**src/rtl/framebuffer_scissor_cmd_engine.sv**
```systemverilog
// Framebuffer command engine: scissored memset and streaming commit
// over a multi-pixel-per-beat RAM port with an AXIS/descriptor DMA path.
module framebuffer_scissor_cmd_engine #(
  parameter int NUMBER_OF_PIXELS_PER_BEAT = 4,
  parameter int NUMBER_OF_SUB_PIXELS = 4,
  parameter int SUB_PIXEL_WIDTH = 8,
  parameter int X_BIT_WIDTH = 11,
  parameter int Y_BIT_WIDTH = 11,
  parameter int FRAMEBUFFER_SIZE_IN_PIXEL_LG = 18,
  parameter int ADDR_WIDTH = 32,
  localparam int PPB = NUMBER_OF_PIXELS_PER_BEAT,
  localparam int PW = NUMBER_OF_SUB_PIXELS * SUB_PIXEL_WIDTH,
  localparam int MW = PPB * PW,
  localparam int MASKW = PPB * NUMBER_OF_SUB_PIXELS,
  localparam int LG = $clog2(PPB),
  localparam int MAW = FRAMEBUFFER_SIZE_IN_PIXEL_LG - LG
) (
  input  logic                   clk,
  input  logic                   reset,
  input  logic [PW-1:0]          confClearColor,
  input  logic                   confEnableScissor,
  input  logic [X_BIT_WIDTH-1:0] confScissorStartX,
  input  logic [X_BIT_WIDTH-1:0] confScissorEndX,
  input  logic [Y_BIT_WIDTH-1:0] confScissorStartY,
  input  logic [Y_BIT_WIDTH-1:0] confScissorEndY,
  input  logic [X_BIT_WIDTH-1:0] confXResolution,
  input  logic [Y_BIT_WIDTH-1:0] confYResolution,
  input  logic [NUMBER_OF_SUB_PIXELS-1:0] confMask,
  input  logic                   apply,
  output logic                   applied,
  input  logic                   cmdCommit,
  input  logic                   cmdMemset,
  input  logic [ADDR_WIDTH-1:0]  cmdAddr,
  output logic [MW-1:0]          writeDataPort,
  output logic                   writeEnablePort,
  output logic [MAW-1:0]         writeAddrPort,
  output logic [MASKW-1:0]       writeMaskPort,
  output logic [MAW-1:0]         readAddrPort,
  input  logic [MW-1:0]          readDataPort,
  output logic                   m_axis_tvalid,
  input  logic                   m_axis_tready,
  output logic                   m_axis_tlast,
  output logic [MW-1:0]          m_axis_tdata,
  output logic [MASKW-1:0]       m_axis_tstrb,
  output logic                   m_avalid,
  output logic [ADDR_WIDTH-1:0]  m_aaddr,
  output logic [ADDR_WIDTH-1:0]  m_abytes,
  input  logic                   m_aready
);

  localparam int NS = NUMBER_OF_SUB_PIXELS;
  localparam int XW = X_BIT_WIDTH;
  localparam int YW = Y_BIT_WIDTH;
  localparam int CW = XW - LG;
  localparam int TW = XW + YW;

  typedef enum logic [2:0] {
    S_IDLE,
    S_SETUP,
    S_MEMSET,
    S_CADDR,
    S_CSTREAM,
    S_CDRAIN
  } state_t;

  state_t state, state_n;

  logic [PW-1:0]         color;
  logic [NS-1:0]         cmask;
  logic [XW-1:0]         sx, ex, wpr;
  logic [YW-1:0]         sy, ey, y;
  logic                  do_commit;
  logic [ADDR_WIDTH-1:0] addr, abytes;
  logic [TW-1:0]         total, rd_addr;
  logic [CW-1:0]         col, c0, c1;
  logic [MAW-1:0]        row_base;
  logic                  row_end, last_row;

  logic [XW-1:0]         sx_n, ex_n, wpr_n;
  logic [YW-1:0]         sy_n, ey_n;
  logic                  empty_n;
  logic [TW-1:0]         total_n;
  logic [XW-1:0]         px;

  logic [1:0]            cnt;
  logic                  rd_pend, pend_last;
  logic [MW-1:0]         d0, d1;
  logic                  l0, l1;
  logic                  pop, issue, last_rd;

  // Region of the incoming command, clipped to the screen
  always_comb begin
    sx_n = '0;
    ex_n = confXResolution;
    sy_n = '0;
    ey_n = confYResolution;
    if (confEnableScissor) begin
      sx_n = confScissorStartX;
      sy_n = confScissorStartY;
      ex_n = (confScissorEndX < confXResolution) ?
             confScissorEndX : confXResolution;
      ey_n = (confScissorEndY < confYResolution) ?
             confScissorEndY : confYResolution;
    end
    empty_n = (sx_n >= ex_n) || (sy_n >= ey_n);
    wpr_n = confXResolution >> LG;
    total_n = TW'(wpr_n) * TW'(confYResolution);
  end

  assign c0 = CW'(sx >> LG);
  assign c1 = CW'((ex - XW'(1)) >> LG);
  assign row_end = (col == c1);
  assign last_row = (y == ey - YW'(1));
  assign last_rd = (rd_addr == total - TW'(1));

  assign pop = m_axis_tvalid && m_axis_tready;
  assign issue = (state == S_CSTREAM) &&
                 ((cnt == 2'd0) ||
                  (cnt == 2'd1 && (!rd_pend || pop)));

  // State register
  always_ff @(posedge clk or posedge reset) begin
    if (reset) state <= S_IDLE;
    else       state <= state_n;
  end

  // Next state and control strobes
  always_comb begin
    state_n = state;
    applied = 1'b0;
    writeEnablePort = 1'b0;
    m_avalid = 1'b0;
    case (state)
      S_IDLE: begin
        applied = 1'b1;
        if (apply) begin
          if (cmdMemset && !empty_n) state_n = S_SETUP;
          else if (cmdCommit)        state_n = S_CADDR;
          else                       state_n = S_CDRAIN;
        end
      end
      S_SETUP: begin
        if (y == sy) state_n = S_MEMSET;
      end
      S_MEMSET: begin
        writeEnablePort = 1'b1;
        if (row_end && last_row)
          state_n = do_commit ? S_CADDR : S_IDLE;
      end
      S_CADDR: begin
        m_avalid = 1'b1;
        if (m_aready)
          state_n = (total == '0) ? S_CDRAIN : S_CSTREAM;
      end
      S_CSTREAM: begin
        if (issue && last_rd) state_n = S_CDRAIN;
      end
      S_CDRAIN: begin
        if (cnt == 2'd0 && !rd_pend) state_n = S_IDLE;
      end
      default: state_n = S_IDLE;
    endcase
  end

  // Command latch, row-base accumulation and memset walk
  always_ff @(posedge clk or posedge reset) begin
    if (reset) begin
      color     <= '0;
      cmask     <= '0;
      sx        <= '0;
      ex        <= '0;
      sy        <= '0;
      ey        <= '0;
      wpr       <= '0;
      y         <= '0;
      col       <= '0;
      row_base  <= '0;
      do_commit <= 1'b0;
      addr      <= '0;
      abytes    <= '0;
      total     <= '0;
      rd_addr   <= '0;
      rd_pend   <= 1'b0;
      pend_last <= 1'b0;
    end else begin
      rd_pend   <= issue;
      pend_last <= issue && last_rd;
      if (issue) rd_addr <= rd_addr + TW'(1);
      case (state)
        S_IDLE: begin
          if (apply) begin
            color     <= confClearColor;
            cmask     <= confMask;
            sx        <= sx_n;
            ex        <= ex_n;
            sy        <= sy_n;
            ey        <= ey_n;
            wpr       <= wpr_n;
            do_commit <= cmdCommit;
            addr      <= cmdAddr;
            total     <= total_n;
            abytes    <= ADDR_WIDTH'(total_n) *
                         ADDR_WIDTH'(MW / 8);
            y         <= '0;
            row_base  <= '0;
            rd_addr   <= '0;
          end
        end
        S_SETUP: begin
          if (y == sy) begin
            col <= c0;
          end else begin
            y        <= y + YW'(1);
            row_base <= row_base + MAW'(wpr);
          end
        end
        S_MEMSET: begin
          if (row_end) begin
            col      <= c0;
            y        <= y + YW'(1);
            row_base <= row_base + MAW'(wpr);
          end else begin
            col <= col + CW'(1);
          end
        end
        default: ;
      endcase
    end
  end

  // Two-entry skid buffer absorbing the RAM read latency
  always_ff @(posedge clk or posedge reset) begin
    if (reset) begin
      cnt <= 2'd0;
      d0  <= '0;
      d1  <= '0;
      l0  <= 1'b0;
      l1  <= 1'b0;
    end else begin
      case ({rd_pend, pop})
        2'b01: begin
          d0  <= d1;
          l0  <= l1;
          cnt <= cnt - 2'd1;
        end
        2'b10: begin
          if (cnt == 2'd0) begin
            d0 <= readDataPort;
            l0 <= pend_last;
          end else begin
            d1 <= readDataPort;
            l1 <= pend_last;
          end
          cnt <= cnt + 2'd1;
        end
        2'b11: begin
          if (cnt == 2'd1) begin
            d0 <= readDataPort;
            l0 <= pend_last;
          end else begin
            d0 <= d1;
            l0 <= l1;
            d1 <= readDataPort;
            l1 <= pend_last;
          end
        end
        default: ;
      endcase
    end
  end

  // Per-pixel scissor edge mask combined with the channel mask
  always_comb begin
    writeMaskPort = '0;
    px = '0;
    for (int p = 0; p < PPB; p++) begin
      px = (XW'(col) << LG) + XW'(p);
      for (int c = 0; c < NS; c++) begin
        writeMaskPort[p*NS+c] = (px >= sx) && (px < ex) && cmask[c];
      end
    end
  end

  assign writeDataPort = {PPB{color}};
  assign writeAddrPort = row_base + MAW'(col);
  assign readAddrPort  = MAW'(rd_addr);

  assign m_axis_tvalid = (cnt != 2'd0);
  assign m_axis_tdata  = d0;
  assign m_axis_tlast  = m_axis_tvalid && l0;
  assign m_axis_tstrb  = '1;

  assign m_aaddr  = addr;
  assign m_abytes = abytes;

endmodule

```
**config.mk**
```make
export PLATFORM = sky130hd
export DESIGN_NAME = framebuffer_scissor_cmd_engine
export DESIGN_NICKNAME = d
export VERILOG_FILES = /design/src/rtl/framebuffer_scissor_cmd_engine.sv
export SDC_FILE = /design/constraint.sdc
export NUM_CORES = 2
export LEC_CHECK = 0
export CAP_MARGIN = 20
export CORE_UTILIZATION = 25
export CTS_BUF_LIST = sky130_fd_sc_hd__clkbuf_4 sky130_fd_sc_hd__clkbuf_8
export CTS_CLUSTER_SIZE = 14
export DETAILED_ROUTE_END_ITERATION = 12
export GPL_TIMING_DRIVEN = 0
export PLACE_DENSITY = 0.45
export SLEW_MARGIN = 5
export SYNTH_ARGS = -nofsm -noshare
export SYNTH_HDL_FRONTEND = slang
export SYNTH_SLANG_ARGS = --single-unit
```
**constraint.sdc**
```tcl
create_clock -name clk -period 19.8 [get_ports clk]
set_input_delay 4.95 -clock clk [delete_from_list [all_inputs] [get_ports clk]]
set_output_delay 4.95 -clock clk [all_outputs]
set_load 0.005 [all_outputs]
```
==> reports/qor.txt <==
Outcome = finished, final reports clean
Leakage = 16.93 nW
CTS tree = yes
Placed Area = 0.03522 sq mm
Post-Syn Area = 0.02703 sq mm
Post-synth top cells = nand2_1, dfrtp_1, o21ai_0
Initial antenna violation count = 22
Slew Viols, Final = 0
Clock Skew = 0.05896 ns
Most common cell in the synthesized netlist = nand2_1
GP Congestion = 0.8350
Worst VDD drop = 0.00007068 V
CP Depth = 18
IO Pins = 659
Yosys reg bits = 465
Top cells by area, synth = dfrtp_1, nand2_1, mux2_2, ha_1, fa_1
Max-Cap Viols = 0
Die area = 0.1094 sq mm
Ys flop type = dfrtp_1
Core ar. = 0.1072 sq mm
CTS Buf Count = 94
Crit path kind = input pin to flop
Vias/cell = 4.537
Async SR Flop Fraction = 100.0%
Hold Path Stages = 2
Crit path largest cell delay = 0.77 ns
Post-synth EDFFs = 0
Clk_lat worst skew = 0.73 ns
Clock tree sinks = 465
Die height = 330.8 microns
Post-route ant nets = 0
Finished layout cell area = 0.03723 sq mm
Met3 GRT Util = 4.264%
Post-CTS Setup Repair Bufs = 0
Max Root-Sink Buffers = 3
Worst-path cell chain = clkdlybuf4s50_1, clkinv_1, nor2_1, fa_1, inv_1, fa_1, fa_1, inv_1, fa_1, ha_1, o21a_1, nor2_1, a21oi_1, a41o_1, o41ai_1, o21ai_0, o2111a_1, nor3_1
GRT Total Usage = 18.99%
Crit path DAT = 10.78 ns
CTS HTree Levels = 3
Synth area leader = dfrtp_1
Drt initial violations = 1168
Final worst-path cycle share = 51.20%
Number of global-route vias before repair = 22700
Clk root buf = clkbuf_8
Pwr per Cell Area = 142.9 mW/mm^2
First-pass GRT wire length = 153.9 mm
Post-synth top area share = 43.05%
Fill cells = 11170
Layout cells sized above 1 = 13.00%
Minimum clock period = 10.14 ns
Synth Warn # = 0
Maximum fanout along the worst path = 9
Kind of end point of the critical path = flop
Final Util = 34.73%
Worst reg2reg endpoint = pend_last
Gr ovfl total = 0
GRT met1 Usage = 25.01%
Drt wl/cell = 21.21 microns
Clock transition at the registers of the reported paths = 0.05 ns
Cell repeated most along the worst path = fa_1
Grt peak-use layer = met2
Cell variety after synth = 77
Min-delay worst type = flop to flop
Hold Fails Final Rpt = 0
Residual DRC = 0
Max transition margin = 25.15%
Sequential share of the synthesized area = 43.05%
Post-CTS resize count = 0
CP top delay family = adder cells
Hold Startpoint = m_aaddr[21]
FF-to-FF Start = total[0]
DP Wirelength = 83.60 mm
Initial core utilization = 25.21%
CP bufs+invs = 4
Cts hold-fix bufs = 0
Critical Path RT = 20.44 ns
Final net count = 4019
Drt first pass iters = 5
Hold endpoint = m_aaddr[21]
Mapped Cells = 2807
Avg Cell Area, Syn = 9.630 sq um
F_max = 98.65 MHz
R2R Setup Slk = 15.43 ns
Worst path slowest cell = clkdlybuf4s50_1
WL final = 106.7 mm
Hold slack = 0.4702 ns
Setup repair after global routing missed its margin = false
Largest net degree at the start of global routing = 112
Vias post-DR = 22830
FP Rows = 120
Startpoint Class = input pin
Endpoints failing setup = 0
Synthesis-to-finish area growth = 37.74%
Worst slew pin tran = 1.123 ns
Worst reg2reg path depth = 12
Grt met2 use = 30.88%
I/O Buffers = 620
Die width = 330.8 microns
[flip-flops by register name, indices dropped and copies added (netlist names), 11 cells and up]
name,cells
rd_addr,22
total,20
d1,128
y,11
sx,11
color,32
ex,11
m_aaddr,32
m_axis_tdata,128
sy,11
row_base,16
ey,11
[cells by family (layout without fill, tap and decap cells)]
group	count (synthesis)	in the layout	share of synthesized area (%)
fa+ha+maj	195	195	10.86
compound gates	529	529	12.35
xor+xnor	119	119	3.856
other cells	2	42	0.02778
buf+inv	431	1213	7.962
flops	465	465	43.05
simple gates	893	893	14.82
mux	173	173	7.082
[where the power goes]
part | switching [mW] | leakage (nW) | internal (mW)
Clock | 0.459 | 1.04 | 0.612
Combinational | 1.23 | 9.96 | 1.34
Sequential | 0.333 | 5.92 | 1.34
Total | 2.02 | 16.9 | 3.30
[worst register-to-register path, stage by stage, from the launching register on]
cell and delay [ns]:
dfrtp_1 0.47, inv_1 0.14, ha_1 0.25, or3b_2 0.51, or3_1 0.31, clkbuf_1 0.24, or3_1 0.46, nand3b_1 0.14
nand3_1 0.09, or3b_1 0.37, nor3_1 0.17, nand4_1 0.14, nor3b_1 0.84
[layout by cell type (no fill, tap or decap), types with 38 or more instances in the layout]
cell type        netlist  routed
nor3_1                38      38
a22oi_1              129     129
inv_1                135     134
o21ai_0              231     231
buf_4                141     141
a21oi_1               55      55
ha_1                 129     129
clkbuf_1             140     139
mux2_2               146     146
dfrtp_1              465     465
nor2_1               125     125
fa_1                  66      66
clkdlybuf4s50_1        0     620
clkbuf_8               0     112
nand2_1              511     511
xor2_1                54      54
xnor2_1               65      65
and2_1                41      41
[how the worst max path moves through the flow]
stage | start | to | slack [ns]
3_5_place_dp | confXResolution[6] | total[19] | 8.95
4_1_cts | confXResolution[6] | total[19] | 9.77
2_1_floorplan | reset | cmask[0] | 1.88
3_3_place_gp | reset | cmask[3] | -5.73
5_1_grt | confXResolution[5] | total[19] | 9.36
6_report | confXResolution[6] | total[19] | 9.66
[routing by layer]
layer,up-vias,share of wire [%]
li1,10950,-
met1,11160,44
met2,558,48
met3,143,6.1
met4,16,1.9
met5,-,0.087
[cell type report]
type                    count  area [sq um]  area share, %
well taps                1403          1755          4.715
inverters                 141         536.8          1.442
plain buffers             290          1624          4.362
clock buffers             145          1789          4.805
clock inverters            12         185.2         0.4973
flip-flops and latches    465         11640          31.25
repair buffers            625          6331          17.00
diodes                     14         35.03        0.09409
multi-input cells        1937         13340          35.83
[stage by stage]
stage	setup WS (ns)	setup TNS, ns	total power [mW]	cells
after floorplan	1.883	0	2.992	2833
after global placement	-5.727	-2596.35	4.275	4856
after detailed placement	8.951	0	4.295	4861
after CTS	9.767	0	5.405	5018
after global routing	9.358	0	5.748	5027
final	9.663	0	5.320	5032
Power figures use the tool's default switching activity.
